$ cat config.mk
export PLATFORM = sky130hd
export DESIGN_NAME = imm_ctrl_unit_flat
export DESIGN_NICKNAME = d
export VERILOG_FILES = /design/src/rtl/imm_ctrl_if.sv /design/src/rtl/imm_ctrl_unit.sv /design/src/flat_wrapper.sv
export SDC_FILE = /design/constraint.sdc
export NUM_CORES = 1
export LEC_CHECK = 0
export ABC_AREA = 1
export CAP_MARGIN = 0
export CORE_MARGIN = 10
export CORE_UTILIZATION = 30
export CTS_CLUSTER_DIAMETER = 40
export DETAILED_ROUTE_END_ITERATION = 10
export GPL_ROUTABILITY_DRIVEN = 0
export PLACE_DENSITY = 0.79
export SETUP_SLACK_MARGIN = 0.5
export SLEW_MARGIN = 20
export SYNTH_ARGS = -nofsm -noshare
export SYNTH_HDL_FRONTEND = slang
export SYNTH_SLANG_ARGS = --single-unit
$ cat constraint.sdc
create_clock -name Clock -period 1.43 [get_ports Clock]
set_input_delay 0.286 -clock Clock [delete_from_list [all_inputs] [get_ports Clock]]
set_output_delay 0.286 -clock Clock [all_outputs]
set_load 0.01 [all_outputs]
$ cat src/rtl/imm_ctrl_if.sv
// Datapath-facing bundle for the Mini-SRC control sequencer.
// The datapath drives IR/Stop. The sequencer drives the strobes, OP, Run and Illegal.
interface imm_ctrl_if;
  logic [31:0] IR;
  logic        Stop;
  logic PCout, MARin, Read, MDRin, IncPC;
  logic MDRout, IRin;
  logic Gra, Grb, Grc, Rin, Rout;
  logic Yin, Cout, ZHighin, ZLowin, ZLowout;
  logic [4:0]  OP;
  logic        Run;
  logic        Illegal;

  modport master (
    output IR, Stop,
    input  PCout, MARin, Read, MDRin, IncPC,
    input  MDRout, IRin, Gra, Grb, Grc, Rin, Rout,
    input  Yin, Cout, ZHighin, ZLowin, ZLowout,
    input  OP, Run, Illegal
  );

  modport slave (
    input  IR, Stop,
    output PCout, MARin, Read, MDRin, IncPC,
    output MDRout, IRin, Gra, Grb, Grc, Rin, Rout,
    output Yin, Cout, ZHighin, ZLowin, ZLowout,
    output OP, Run, Illegal
  );
endinterface

$ cat src/rtl/imm_ctrl_unit.sv
// Mini-SRC control sequencer: fetch, ALU-immediate ops, nop and halt.
// Optional macro ALU_RR_EN adds the register-register add/sub/and/or ops.
module imm_ctrl_unit #(
  parameter int unsigned MEM_WAIT_CYCLES = 2,
  parameter logic [4:0]  ALU_OP_ADD = 5'b00001,
  parameter logic [4:0]  ALU_OP_SUB = 5'b00010,
  parameter logic [4:0]  ALU_OP_AND = 5'b00011,
  parameter logic [4:0]  ALU_OP_OR  = 5'b00100
) (
  input logic        Clock,
  input logic        Clear,
  imm_ctrl_if.slave  bus
);

  localparam int unsigned CW = $clog2(MEM_WAIT_CYCLES + 1);
  localparam logic [CW-1:0] CNT_LAST = CW'(MEM_WAIT_CYCLES - 1);

  typedef enum logic [3:0] {
    S_RST, S_T0, S_T1, S_T2, S_T3, S_T4, S_T5, S_PAUSE, S_HALT
  } state_t;

  state_t        state_q, state_d;
  logic [CW-1:0] cnt_q;
  logic [4:0]    op_q;
  logic          rr_q;

  logic [4:0] opc;
  logic       unused_ir;
  assign opc       = bus.IR[31:27];
  assign unused_ir = ^bus.IR[26:0];

  logic       is_imm, is_rr, is_nop, is_halt;
  logic [4:0] op_dec;

  always_comb begin
    is_imm  = 1'b0;
    is_rr   = 1'b0;
    is_nop  = 1'b0;
    is_halt = 1'b0;
    op_dec  = '0;
    case (opc)
      5'b01100: begin is_imm = 1'b1; op_dec = ALU_OP_ADD; end
      5'b01101: begin is_imm = 1'b1; op_dec = ALU_OP_AND; end
      5'b01110: begin is_imm = 1'b1; op_dec = ALU_OP_OR;  end
      5'b11010: is_nop  = 1'b1;
      5'b11011: is_halt = 1'b1;
`ifdef ALU_RR_EN
      5'b00011: begin is_rr = 1'b1; op_dec = ALU_OP_ADD; end
      5'b00100: begin is_rr = 1'b1; op_dec = ALU_OP_SUB; end
      5'b00101: begin is_rr = 1'b1; op_dec = ALU_OP_AND; end
      5'b00110: begin is_rr = 1'b1; op_dec = ALU_OP_OR;  end
`endif
      default: ;
    endcase
  end

  state_t boundary;
  assign boundary = bus.Stop ? S_PAUSE : S_T0;

  always_comb begin
    state_d = state_q;
    case (state_q)
      S_RST:   state_d = S_T0;
      S_T0:    if (cnt_q == CNT_LAST) state_d = S_T1;
      S_T1:    state_d = S_T2;
      S_T2:    state_d = S_T3;
      S_T3: begin
        if (is_halt)              state_d = S_HALT;
        else if (is_imm || is_rr) state_d = S_T4;
        else                      state_d = boundary;
      end
      S_T4:    state_d = S_T5;
      S_T5:    state_d = boundary;
      S_PAUSE: if (!bus.Stop) state_d = S_T0;
      S_HALT:  state_d = S_HALT;
      default: state_d = S_RST;
    endcase
  end

  // op class is captured in T3 so T4/T5 do not rely on IR staying put
  always_ff @(posedge Clock) begin
    if (Clear) begin
      state_q <= S_RST;
      cnt_q   <= '0;
      op_q    <= '0;
      rr_q    <= 1'b0;
    end else begin
      state_q <= state_d;
      if (state_q == S_T0 && state_d == S_T0) cnt_q <= cnt_q + 1'b1;
      else                                   cnt_q <= '0;
      if (state_q == S_T3) begin
        op_q <= op_dec;
        rr_q <= is_rr;
      end
    end
  end

  always_comb begin
    bus.PCout   = 1'b0;
    bus.MARin   = 1'b0;
    bus.Read    = 1'b0;
    bus.MDRin   = 1'b0;
    bus.IncPC   = 1'b0;
    bus.MDRout  = 1'b0;
    bus.IRin    = 1'b0;
    bus.Gra     = 1'b0;
    bus.Grb     = 1'b0;
    bus.Grc     = 1'b0;
    bus.Rin     = 1'b0;
    bus.Rout    = 1'b0;
    bus.Yin     = 1'b0;
    bus.Cout    = 1'b0;
    bus.ZHighin = 1'b0;
    bus.ZLowin  = 1'b0;
    bus.ZLowout = 1'b0;
    bus.OP      = '0;
    bus.Run     = 1'b0;
    bus.Illegal = 1'b0;
    case (state_q)
      S_T0: begin
        bus.Run   = 1'b1;
        bus.PCout = 1'b1;
        bus.MARin = 1'b1;
        bus.Read  = 1'b1;
        bus.MDRin = 1'b1;
      end
      S_T1: begin
        bus.Run   = 1'b1;
        bus.IncPC = 1'b1;
      end
      S_T2: begin
        bus.Run    = 1'b1;
        bus.MDRout = 1'b1;
        bus.IRin   = 1'b1;
      end
      S_T3: begin
        bus.Run = 1'b1;
        if (is_imm || is_rr) begin
          bus.Grb  = 1'b1;
          bus.Rout = 1'b1;
          bus.Yin  = 1'b1;
        end else if (!is_nop && !is_halt) begin
          bus.Illegal = 1'b1;
        end
      end
      S_T4: begin
        bus.Run     = 1'b1;
        bus.OP      = op_q;
        bus.ZHighin = 1'b1;
        bus.ZLowin  = 1'b1;
        if (rr_q) begin
          bus.Grc  = 1'b1;
          bus.Rout = 1'b1;
        end else begin
          bus.Cout = 1'b1;
        end
      end
      S_T5: begin
        bus.Run     = 1'b1;
        bus.OP      = op_q;
        bus.ZLowout = 1'b1;
        bus.Gra     = 1'b1;
        bus.Rin     = 1'b1;
      end
      default: ;
    endcase
  end

endmodule

$ cat src/flat_wrapper.sv
// flat-port wrapper written by rule: the top's interface ports become plain ports
module imm_ctrl_unit_flat 
#(
  parameter int unsigned MEM_WAIT_CYCLES = 2,
  parameter logic [4:0]  ALU_OP_ADD = 5'b00001,
  parameter logic [4:0]  ALU_OP_SUB = 5'b00010,
  parameter logic [4:0]  ALU_OP_AND = 5'b00011,
  parameter logic [4:0]  ALU_OP_OR  = 5'b00100
)
  (Clock, Clear, bus_IR, bus_Stop, bus_PCout, bus_MARin, bus_Read, bus_MDRin, bus_IncPC, bus_MDRout, bus_IRin, bus_Gra, bus_Grb, bus_Grc, bus_Rin, bus_Rout, bus_Yin, bus_Cout, bus_ZHighin, bus_ZLowin, bus_ZLowout, bus_OP, bus_Run, bus_Illegal);
  imm_ctrl_if bus_i ();
  input logic Clock;
  input logic Clear;
  input wire logic [$bits(bus_i.IR)-1:0] bus_IR;
  input wire logic [$bits(bus_i.Stop)-1:0] bus_Stop;
  output wire logic [$bits(bus_i.PCout)-1:0] bus_PCout;
  output wire logic [$bits(bus_i.MARin)-1:0] bus_MARin;
  output wire logic [$bits(bus_i.Read)-1:0] bus_Read;
  output wire logic [$bits(bus_i.MDRin)-1:0] bus_MDRin;
  output wire logic [$bits(bus_i.IncPC)-1:0] bus_IncPC;
  output wire logic [$bits(bus_i.MDRout)-1:0] bus_MDRout;
  output wire logic [$bits(bus_i.IRin)-1:0] bus_IRin;
  output wire logic [$bits(bus_i.Gra)-1:0] bus_Gra;
  output wire logic [$bits(bus_i.Grb)-1:0] bus_Grb;
  output wire logic [$bits(bus_i.Grc)-1:0] bus_Grc;
  output wire logic [$bits(bus_i.Rin)-1:0] bus_Rin;
  output wire logic [$bits(bus_i.Rout)-1:0] bus_Rout;
  output wire logic [$bits(bus_i.Yin)-1:0] bus_Yin;
  output wire logic [$bits(bus_i.Cout)-1:0] bus_Cout;
  output wire logic [$bits(bus_i.ZHighin)-1:0] bus_ZHighin;
  output wire logic [$bits(bus_i.ZLowin)-1:0] bus_ZLowin;
  output wire logic [$bits(bus_i.ZLowout)-1:0] bus_ZLowout;
  output wire logic [$bits(bus_i.OP)-1:0] bus_OP;
  output wire logic [$bits(bus_i.Run)-1:0] bus_Run;
  output wire logic [$bits(bus_i.Illegal)-1:0] bus_Illegal;
  assign bus_i.IR = bus_IR;
  assign bus_i.Stop = bus_Stop;
  assign bus_PCout = bus_i.PCout;
  assign bus_MARin = bus_i.MARin;
  assign bus_Read = bus_i.Read;
  assign bus_MDRin = bus_i.MDRin;
  assign bus_IncPC = bus_i.IncPC;
  assign bus_MDRout = bus_i.MDRout;
  assign bus_IRin = bus_i.IRin;
  assign bus_Gra = bus_i.Gra;
  assign bus_Grb = bus_i.Grb;
  assign bus_Grc = bus_i.Grc;
  assign bus_Rin = bus_i.Rin;
  assign bus_Rout = bus_i.Rout;
  assign bus_Yin = bus_i.Yin;
  assign bus_Cout = bus_i.Cout;
  assign bus_ZHighin = bus_i.ZHighin;
  assign bus_ZLowin = bus_i.ZLowin;
  assign bus_ZLowout = bus_i.ZLowout;
  assign bus_OP = bus_i.OP;
  assign bus_Run = bus_i.Run;
  assign bus_Illegal = bus_i.Illegal;
  imm_ctrl_unit #(.MEM_WAIT_CYCLES(MEM_WAIT_CYCLES), .ALU_OP_ADD(ALU_OP_ADD), .ALU_OP_SUB(ALU_OP_SUB), .ALU_OP_AND(ALU_OP_AND), .ALU_OP_OR(ALU_OP_OR)) u_core (.Clock(Clock), .Clear(Clear), .bus(bus_i));
endmodule
; Word-level counts from Yosys, hierarchy flattened
; Index checks and enable logic that the tools add are counted.
[totals]
ff_bits = 11
latch_bits = 0
ram_bits = 0
romBits = 0
in_bits = 35
out_inout_bits = 24
elab_cells = 51
n_memories = 0
[op_classes]
addsub = 1
n_mul = 0
n_div = 0
order_cmp = 0
n_eq_ne = 15
shift = 0
muxes = 22
n_bitwise = 1
n_reduce_logical = 9
[op_table]
columns = op, count
row1 = $pmux W4 S9, 1
row2 = $eq A4 B3 Y1 const B, 4
row3 = $mux W4, 4
row4 = $eq A5 B4 Y1 const B, 3
row5 = $mux W1, 14
row6 = $eq A5 B5 Y1 const B, 2
row7 = $pmux W3 S3, 1
row8 = $eq A4 B1 Y1 const B, 2
row9 = $eq A4 B2 Y1 const B, 2
row10 = $reduce_or A6 Y1, 1
row11 = $mux W5, 1
row12 = $eq A4 B4 Y1 const B, 1
row13 = $logic_not A4 Y1, 1
row14 = $reduce_or A2 Y1, 2
row15 = $mux W3, 1
row16 = $reduce_or A3 Y1, 1
row17 = $add A2 B1 Y2 const B, 1
row18 = $eq A2 B1 Y1 const B, 1
row19 = $logic_and A1 B1 Y1, 2
row20 = $logic_not A1 Y1, 2
row21 = $not A1 Y1, 1

; Logic depth before layout (Yosys ltp)
; Gate-level depths: netlist (run 1).
[logic_depth]
depth_word = 10
depth_mapped = 9
depth_no_buf = 9

; Least setup slack after synthesis (run 1)
; Ideal clock, no wire load.
[synth_path]
path_kind = register to output
start = reg u_core.state_q[3]
end = out bus_OP[0]
arrival_time_ps = 1153
required_time_ps = 1144
path_slack_ps = -9
stages_incl_launch_ff = 8
path_buffers = 0
path_cell_list = dfxtp_1 > inv_1 > nand2_1 > inv_1 > nand2_1 > nor2_1 > nor2_1 > nor2_1
[synth_between]
elab_chain_cells = 3
word_cells_on_any_way = 4
classes_between = 2 x eq/ne / 1 x mux / 1 x reduce/logical
[synth_lines]
columns = element, line
row1 = from (decl), imm_ctrl_unit.sv:22  ; state_t state_q, state_d;
row2 = from (signal assigned), imm_ctrl_unit.sv:88  ; state_q <= state_d;
row3 = $eq A4 B3 Y1, imm_ctrl_unit.sv:119  ; case (state_q)
row4 = $reduce_or A2 Y1 (no source line) *, -
row5 = $mux W5 *, imm_ctrl_unit.sv:119
row6 = to (decl), flat_wrapper.sv:33  ; output wire logic [$bits(bus_i.OP)-1:0] bus_OP;
; Mark *: on every way between the ends. The rest lies on a longest branch, timed or not.

; Worst setup path after layout (run 1)
[layout_path]
start = reg u_core.state_q[1]
end = out bus_OP[0]
; The elaborated chain is that of the path after synthesis.

==> impl_results.md, run 1 <==
* Worst-path clk slew at 0.07 ns
* CP startpoint kind: register
* Max clock buf depth at 2
* Pins over their slew limit at 0
* Core Region at 2002 µm²
* Area growth syn-to-layout at 105.8%
* ANT cells at 0
* Peak fanout along the critical path at 4
* Final worst path period share at 108.6%
* Initial antenna violation count at 0
* Remaining DRCs at 0
* Layout cells sized above 1 at 62.50%
* Final antenna-violating net count at 0
* Largest stage delay on the critical path at 0.37 ns
* Hold Path Sink: u_core.cnt_q[0]
* Htree depth at 1
* Reg-to-reg critical path endpoint: u_core.state_q[2]
* FF-to-FF setup slack at 0.13 ns
* Hold Buf Count CTS at 0
* Setup WS pre-CTS at -0.7195 ns
* Design Area, Final at 1334 µm²
* Cell area after placement at 1114 µm²
* Minimum clock period at 1.554 ns
* Clock skew at 0.01024 ns
* Slowest CP cell: dfxtp_4
* Worst Setup Path Type: reg -> out
* Top cell family by delay on the critical path: flip-flops
* Clk sinks at 9
* VDD IR-drop max at 0.0003055 V
* Synthesized flop and latch total at 9
* # Max-Cap Violations at 0
* Crit. End Element: primary output
* Critical Path Stages at 6
* Ports at 59
* Initial core utilization at 32.38%
* Synth Area per Inst at 6.173 µm²
* Seq/Total Area, Yosys at 27.80%
* DIE HEIGHT at 66.48 µm
* WP data arrival at 1.27 ns
* HP Start: u_core.cnt_q[0]
* Crit path cell chain: buf_12, nand2_4, nor2_4, nor2_4, nor2_2, buf_2
* Total number of vias at 823
* Port bufs at 28
* Clock Tree Root: clkbuf_4
* Hold depth at 1
* Unrepaired setup endpoints after global routing: yes
* Leak at 0.6552 nW
* Row count at 16
* Gr ovfl total at 0
* Die width at 66.48 µm
* Vias in the first global route at 832
* Routed wire length at 2.261 mm
* TritonCTS Buffers at 3
* Worst flop-to-flop path startpoint: u_core.state_q[0]
* Crit path top cell by count: nor2_4
* Violated checks: setup timing
* Reg2reg path depth at 9
* Worst Setup Slack, final at -0.1237 ns
* Clock Latency Late Sink at 0.27 ns
* DR vias/cell at 4.401
* Synth area leaders: dfxtp_1 28%, buf_4 15%, inv_1 11%, nand2_1 10%, nor2_1 9.3%
* Hold Fails Final Rpt at 0
* Most used flip-flop cell after synthesis: dfxtp_1
* Post-Synthesis Cell Area at 648.1 µm²
* Post-synth ARST share at 0%
* Status: finished, violations left
* Cells after synthesis at 105
* Largest net degree at the start of global routing at 8
* Dpl hpwl at 1.657 mm
* Initial DRC Count at 8
* Req. time, crit path at 1.14 ns
* Synth area leader: dfxtp_1
* Cell with the most instances after synthesis: inv_1
* Power per cell area at 561.9 nW/µm²
* Commonest cells in the netlist: 19 x inv_1, 18 x nand2_1, 16 x nor2_1, 13 x buf_4, 9 x dfxtp_1
* Post-synth EDFFs at 0
* Global-route wire length before repair at 3.581 mm
* CTS tree: done
* Post-layout nets at 197
* Area share of the leading cell type in the synthesized netlist at 27.80%
* Yosys Warn Count at 0
* Post-synth cell types at 17
* Max Clock Freq at 643.6 MHz
* Hold WC Path Type: reg -> reg
* Gr usage total at 10.42%
* Final setup vio count at 19
* Total die area at 4420 µm²
* Bufs and invs on worst path at 2
* DRT Pass-1 Iters at 3
* WL/cell at 12.09 µm
## worst reg2reg max path, delay by kind of cell (launching register included)
| kind | cells | cell delay, ns |
|---|---|---|
| buffers and inverters | 4 | 0.44 |
| AND/OR/NAND/NOR | 5 | 0.40 |
| flip-flops | 1 | 0.37 |
## worst max-delay path by stage
stage | from | end
after CTS | u_core.state_q[3] | bus_OP[0]
after floorplan | u_core.state_q[0] | bus_Rout
after global routing | u_core.state_q[3] | bus_OP[0]
after detailed placement | bus_IR[27] | bus_Illegal
after global placement | bus_IR[27] | bus_Illegal
final | u_core.state_q[1] | bus_OP[0]
## through the flow
stage               hold WS [ns]  power (mW)  TNS, ns  util [%]  cells
global placement          0.4054      0.4882   -6.090     55.63    172
global route              0.4403      0.7865   -1.991     66.63    187
floorplan                 0.3454      0.3957        0         -    107
detailed placement        0.4183      0.4961   -7.006     55.63    172
finish                    0.4191      0.7495  -0.8704     66.63    187
CTS                       0.4275      0.7421   -1.129     64.94    184
## layout by cell type (no fill, tap or decap), types with 2 or more instances in the layout
cell	netlist	layout
nand4_1	4	4
nor2_2	2	4
nand2_4	0	3
inv_1	19	9
nor2_4	1	10
clkbuf_4	0	3
buf_2	0	3
dlygate4sd2_1	0	5
conb_1	1	3
inv_2	2	9
dfxtp_2	0	2
a21oi_1	6	5
nand3_1	7	6
inv_4	0	3
clkdlybuf4s50_1	0	2
buf_4	13	29
nand2_1	18	10
nor2_1	16	5
nand2_2	0	5
dfxtp_1	9	5
dfxtp_4	0	2
buf_6	0	22
## power by group
group	leakage [nW]	total [mW]	switching, mW	internal, mW
clock network	0.0150	0.198	0.0910	0.108
registers	0.0754	0.276	0.0150	0.261
logic	0.565	0.275	0.134	0.140
total	0.655	0.749	0.240	0.509
## layer usage
| layer | GRT usage [%] | vias to the layer above | routed length [µm] |
|---|---|---|---|
| li1 | - | 421 | - |
| met1 | 9.065 | 371 | 822 |
| met2 | 20.33 | 26 | 1244 |
| met3 | 2.508 | 5 | 138 |
| met4 | 7.068 | 0 | 55 |
| met5 | 0 | - | 0 |
## layout make-up
type / instances / area, µm²
Sequential cell: 9 / 190.2
Multi-Input combinational cell: 64 / 432.9
Timing Repair Buffer: 62 / 564.3
Fill cell: 165 / 668.1
Clock buffer: 4 / 26.28
Inverter: 21 / 86.33
Tap cell: 27 / 33.78
## registers in the layout (all words and copies together), names as in the netlist
| register | flops |
|---|---|
| u_core.op_q | 3 |
| u_core.cnt_q | 2 |
| u_core.state_q | 4 |
## what timing repair did
action	CTS	global route
setup buffers	8	3
endpoints found under the setup margin	30	30
resized for setup	136	5
pin swaps	14	7
## cell families after synthesis
group | synth area share [%]
buffers and inverters | 27.22
flip-flops | 27.80
AO/OA/AOI/OAI | 9.074
adder cells (fa/ha/maj) | 1.930
AND/OR/NAND/NOR | 33.39
other | 0.5786
No activity file was read; power rests on OpenSTA's default activity.
==> run 2, diff against run 1 <==
- CAP_MARGIN: 0 -> default
==> results of run 2 <==
No change in the layout: final DEF, timing and power equal those of run 1.
==> run 3, diff against run 2 <==
- CTS_BUF_LIST: default -> sky130_fd_sc_hd__clkbuf_16
==> run 3 against run 2 <==
  * Clock power grew 150%
  * Largest cell class unchanged
  * Highest routed layer unchanged
  * The run still ends with setup timing left
  * Power grew 42%
  * Die area is the same
  * Critical path depth is the same
  * Setup slack lost 0.021 ns
  * Final area grew 12%
  * Sequential power is essentially flat
  * Register-to-register slack lost 0.06 ns
  * Cell count grew 2.1%
==> impl_results.md, run 3 (synthesis results as in run 1) <==
* Reg with most FFs: u_core.state_q
* Clock Latency Late Sink at 0.24 ns
* Seq. cell area at 190.2 µm²
* DR vias/cell at 4.586
* DRT Pass-1 Iters at 4
* CTS tree: done
* Htree depth at 1
* Gr ovfl total at 0
* Total die area at 4420 µm²
* Largest net degree at the start of global routing at 8
* Req. time, crit path at 1.14 ns
* Final worst path period share at 110.1%
* Peak fanout along the critical path at 4
* Port bufs at 28
* DIE HEIGHT at 66.48 µm
* Commonest non-fill, non-tap cell in the layout: buf_4
* Row count at 16
* Initial core utilization at 32.38%
* Layout cells sized above 1 at 67.68%
* Worst Setup Path Type: reg -> out
* # fillers at 134
* Max clock buf depth at 2
* Final setup TNS at -1.008 ns
* Vias in the first global route at 899
* Post-Layout Cell Count at 191
* Initial DRC Count at 21
* Remaining DRCs at 0
* Area growth syn-to-layout at 129.5%
* Dpl hpwl at 1.657 mm
* Minimum clock period at 1.575 ns
* Top Registers: u_core.state_q: 4 flops, u_core.op_q: 3 flops, u_core.cnt_q: 2 flops
* Final antenna-violating net count at 0
* Pins over their slew limit at 0
* Layout Utilization at 74.31%
* ANT cells at 0
* Gr usage total at 11.07%
* Initial antenna violation count at 0
* Hold WC Path Type: reg -> reg
* TritonCTS Buffers at 3
* Clk sinks at 9
* Core Region at 2002 µm²
* CP startpoint kind: register
* Fin Hold WS at 0.4236 ns
* Unrepaired setup endpoints after global routing: yes
* Clock skew at 0.003362 ns
* Violated checks: setup timing
* WL/cell at 14.94 µm
* VDD IR-drop max at 0.001220 V
* Worst Setup Slack, final at -0.1451 ns
* Max Clock Freq at 634.9 MHz
* Leak at 0.7319 nW
* Max reg flops at 4
* Dpl cells at 172
* Multi-input logic area at 476.7 µm²
* Crit. End Element: primary output
* Clock Tree Root: clkbuf_16
* Status: finished, violations left
* Final setup vio count at 16
* WP data arrival at 1.29 ns
* Routed wire length at 2.854 mm
* Hold Fails Final Rpt at 0
* Global-route wire length before repair at 3.788 mm
* Worst-path clk slew at 0.04 ns
* Die width at 66.48 µm
* # Max-Cap Violations at 0
* Ports at 59
* Post-layout nets at 201
* Power per cell area at 717.0 nW/µm²
* Most frequent cells in the layout: 29 x buf_4, 25 x buf_6, 12 x nor2_4, 10 x inv_1, 9 x nand2_1
* Total number of vias at 876
run 3: cell types whose count changed in the layout (fill, tap and decap cells not counted), moves of 2 or more:
cell / previous run / this run
a21oi_2: 1 / 4
nor2_4: 10 / 12
a21oi_1: 5 / 2
nand3_1: 6 / 4
clkbuf_16: 0 / 3
nand3_2: 0 / 2
nor2_2: 4 / 2
inv_2: 9 / 7
buf_6: 22 / 25
nand2_4: 3 / 5
clkbuf_4: 3 / 0
run 3: area by class of cell:
| class | count | share of cell area [%] |
|---|---|---|
| clock inverter | 1 | 0.2523 |
| inverter | 21 | 6.644 |
| multi-input combinational | 64 | 32.04 |
| sequential | 9 | 12.78 |
| timing repair buffer | 66 | 40.96 |
| tap | 27 | 2.271 |
| clock buffer | 3 | 5.046 |
run 3: through the flow:
step / setup WS, ns / instance area, µm² / power (mW)
after CTS: -0.1015 / 1371 / 1.033
after floorplan: 0.1791 / 747.0 / 0.3957
after global routing: -0.2082 / 1488 / 1.095
after global placement: -0.6663 / 1114 / 0.4882
final: -0.1451 / 1488 / 1.067
after detailed placement: -0.7195 / 1114 / 0.4961
run 3: critical path, stage by stage (launching register included):
cell	delay (ns)
dfxtp_4	0.36
nor2_4	0.13
inv_2	0.06
nor2_4	0.12
nand2_1	0.09
a31oi_2	0.15
buf_2	0.15
run 3: where the power goes:
group / internal (mW) / switching, mW / leakage [nW]
Clock: 0.366 / 0.127 / 0.0423
Combinational: 0.147 / 0.149 / 0.614
Sequential: 0.263 / 0.0149 / 0.0754
Total: 0.775 / 0.291 / 0.732
run 3: per-layer routing:
layer | global-route usage, % | wire, µm | part of all wire (%)
met2 | 21.17 | 1633 | 57
met1 | 9.348 | 948 | 33
met5 | 0 | 0 | 0
met3 | 3.010 | 170 | 6.0
met4 | 8.639 | 102 | 3.6
run 3: worst paths after layout:
check                                        from           endpoint  slack, ns  cells past startpoint
worst max-delay path            u_core.state_q[0]        bus_Illegal      -0.15                      6
worst min-delay path              u_core.cnt_q[0]    u_core.cnt_q[0]       0.42                      1
worst max register to register  u_core.state_q[0]  u_core.state_q[1]       0.07                      8
worst min register to register    u_core.cnt_q[0]    u_core.cnt_q[0]       0.42                      1
run 3: what timing repair did:
action	CTS	global route
buffers inserted	9	6
gates resized for setup	140	23
hold buffers	0	0
pin swaps	13	14
setup endpoints to repair	30	30
==> edit (settings of run 2) <==
Add an input register stage for `Clear`, without a reset; this delays it by one clock. The other inputs are not delayed to match.
--- a/src/rtl/imm_ctrl_unit.sv
+++ b/src/rtl/imm_ctrl_unit.sv
@@ -18,6 +18,12 @@
   typedef enum logic [3:0] {
     S_RST, S_T0, S_T1, S_T2, S_T3, S_T4, S_T5, S_PAUSE, S_HALT
   } state_t;
+
+  logic Clear_q;
+
+  always_ff @(posedge Clock) begin
+    Clear_q <= Clear;
+  end
 
   state_t        state_q, state_d;
   logic [CW-1:0] cnt_q;
@@ -79,7 +85,7 @@
 
   // op class is captured in T3 so T4/T5 do not rely on IR staying put
   always_ff @(posedge Clock) begin
-    if (Clear) begin
+    if (Clear_q) begin
       state_q <= S_RST;
       cnt_q   <= '0;
       op_q    <= '0;
Function: changed (Yosys sat finds a counterexample within 4 cycles, from zero or initial values).
==> edit against run 2 <==
The flow still finishes with violations (negative setup slack); count of clock-buffer cells in the layout did not move; worst setup slack got worse by 0.062 ns; final cell count rose by 4.3%; area after synthesis rose by 5.6%; global-route usage rose by 0.44 points; total power rose by 12%; routed wire length rose by 15%; final area rose by 7.2%; sequential cell count rose by 1; first-iteration DRC count rose by 110%; largest cell class unchanged; largest power group unchanged; highest routed layer unchanged.
==> edit: results (changes against run 2) <==
| Metric | Value |
|---|---|
| NonClk Buf Share | 43.0% (was 42.3%) |
| Worst Skew | 0.00323 ns (was 0.0102 ns) |
| Failing checks | negative setup slack (unchanged) |
| Worst EP arrival | 1.33 ns (was 1.27 ns) |
| Power Dens Cells | 585 mW/mm² (was 562 mW/mm²) |
| Metal2 WL | 1400 µm (was 1240 µm) |
| Outcome | complete, but fails checks (unchanged) |
| Vias post-DR | 901 (was 823) |
| Clock buf/inv share | 2.54% (was 1.97%) |
| Met3 wire length | 230 µm (was 138 µm) |
| Compound-Gate Fraction of Synth Area | 6.58% (was 9.07%) |
| All-Layer GR Usage | 10.9% (was 10.4%) |
| Mapped Cells | 106 (was 105) |
| Post CTS Setup Buffer Count | 12 (was 8) |
| Share of cells above drive strength 1 | 67.1% (was 62.5%) |
| CTS resizes | 131 (was 136) |
| Clk pwr share | 31.7% (was 26.5%) |
| Pre-CTS setup slack | -0.745 ns (was -0.720 ns) |
| Mean post-synth cell area | 6.46 µm² (was 6.17 µm²) |
| Switching share of power | 30.2% (was 32.1%) |
| Seq/total area | 14.7% (was 14.3%) |
| Sequential share of the synthesized area | 29.3% (was 27.8%) |
| Post-route setup slack | -0.186 ns (was -0.124 ns) |
| Multi-input gates | 67 (was 64) |
| R2R cell count | 10 (was 9) |
| # setup viols final | 20 (was 19) |
edit: cell types whose count changed in the layout (fill, tap and decap cells not counted), moves of 2 or more:
cell and delta:
clkdlybuf4s15_2 +3, nor2_4 -4, nor2_1 +6, buf_6 +3, nand2_2 +4, nor2_2 +4, nand2_1 -3, inv_2 -4
nand4_1 -2, a21oi_2 +2, a21oi_1 -4
edit: worst paths after layout:
path / from / end / slack (ns)
max reg2reg: u_core.state_q[3] / u_core.state_q[2] / 0.04
min: u_core.cnt_q[0] / u_core.cnt_q[0] / 0.42
max: u_core.state_q[2] / bus_OP[0] / -0.19
min reg2reg: u_core.cnt_q[0] / u_core.cnt_q[0] / 0.42
edit: worst register-to-register path, cell delays in order (launching register included):
cell and delay, ns:
dfxtp_4 0.37, inv_4 0.05, nand2_2 0.05, nor2_4 0.20, buf_6 0.13, buf_6 0.08
buf_6 0.09, nand3_2 0.07, nand2_1 0.07, nor2_1 0.05, nor2_1 0.15
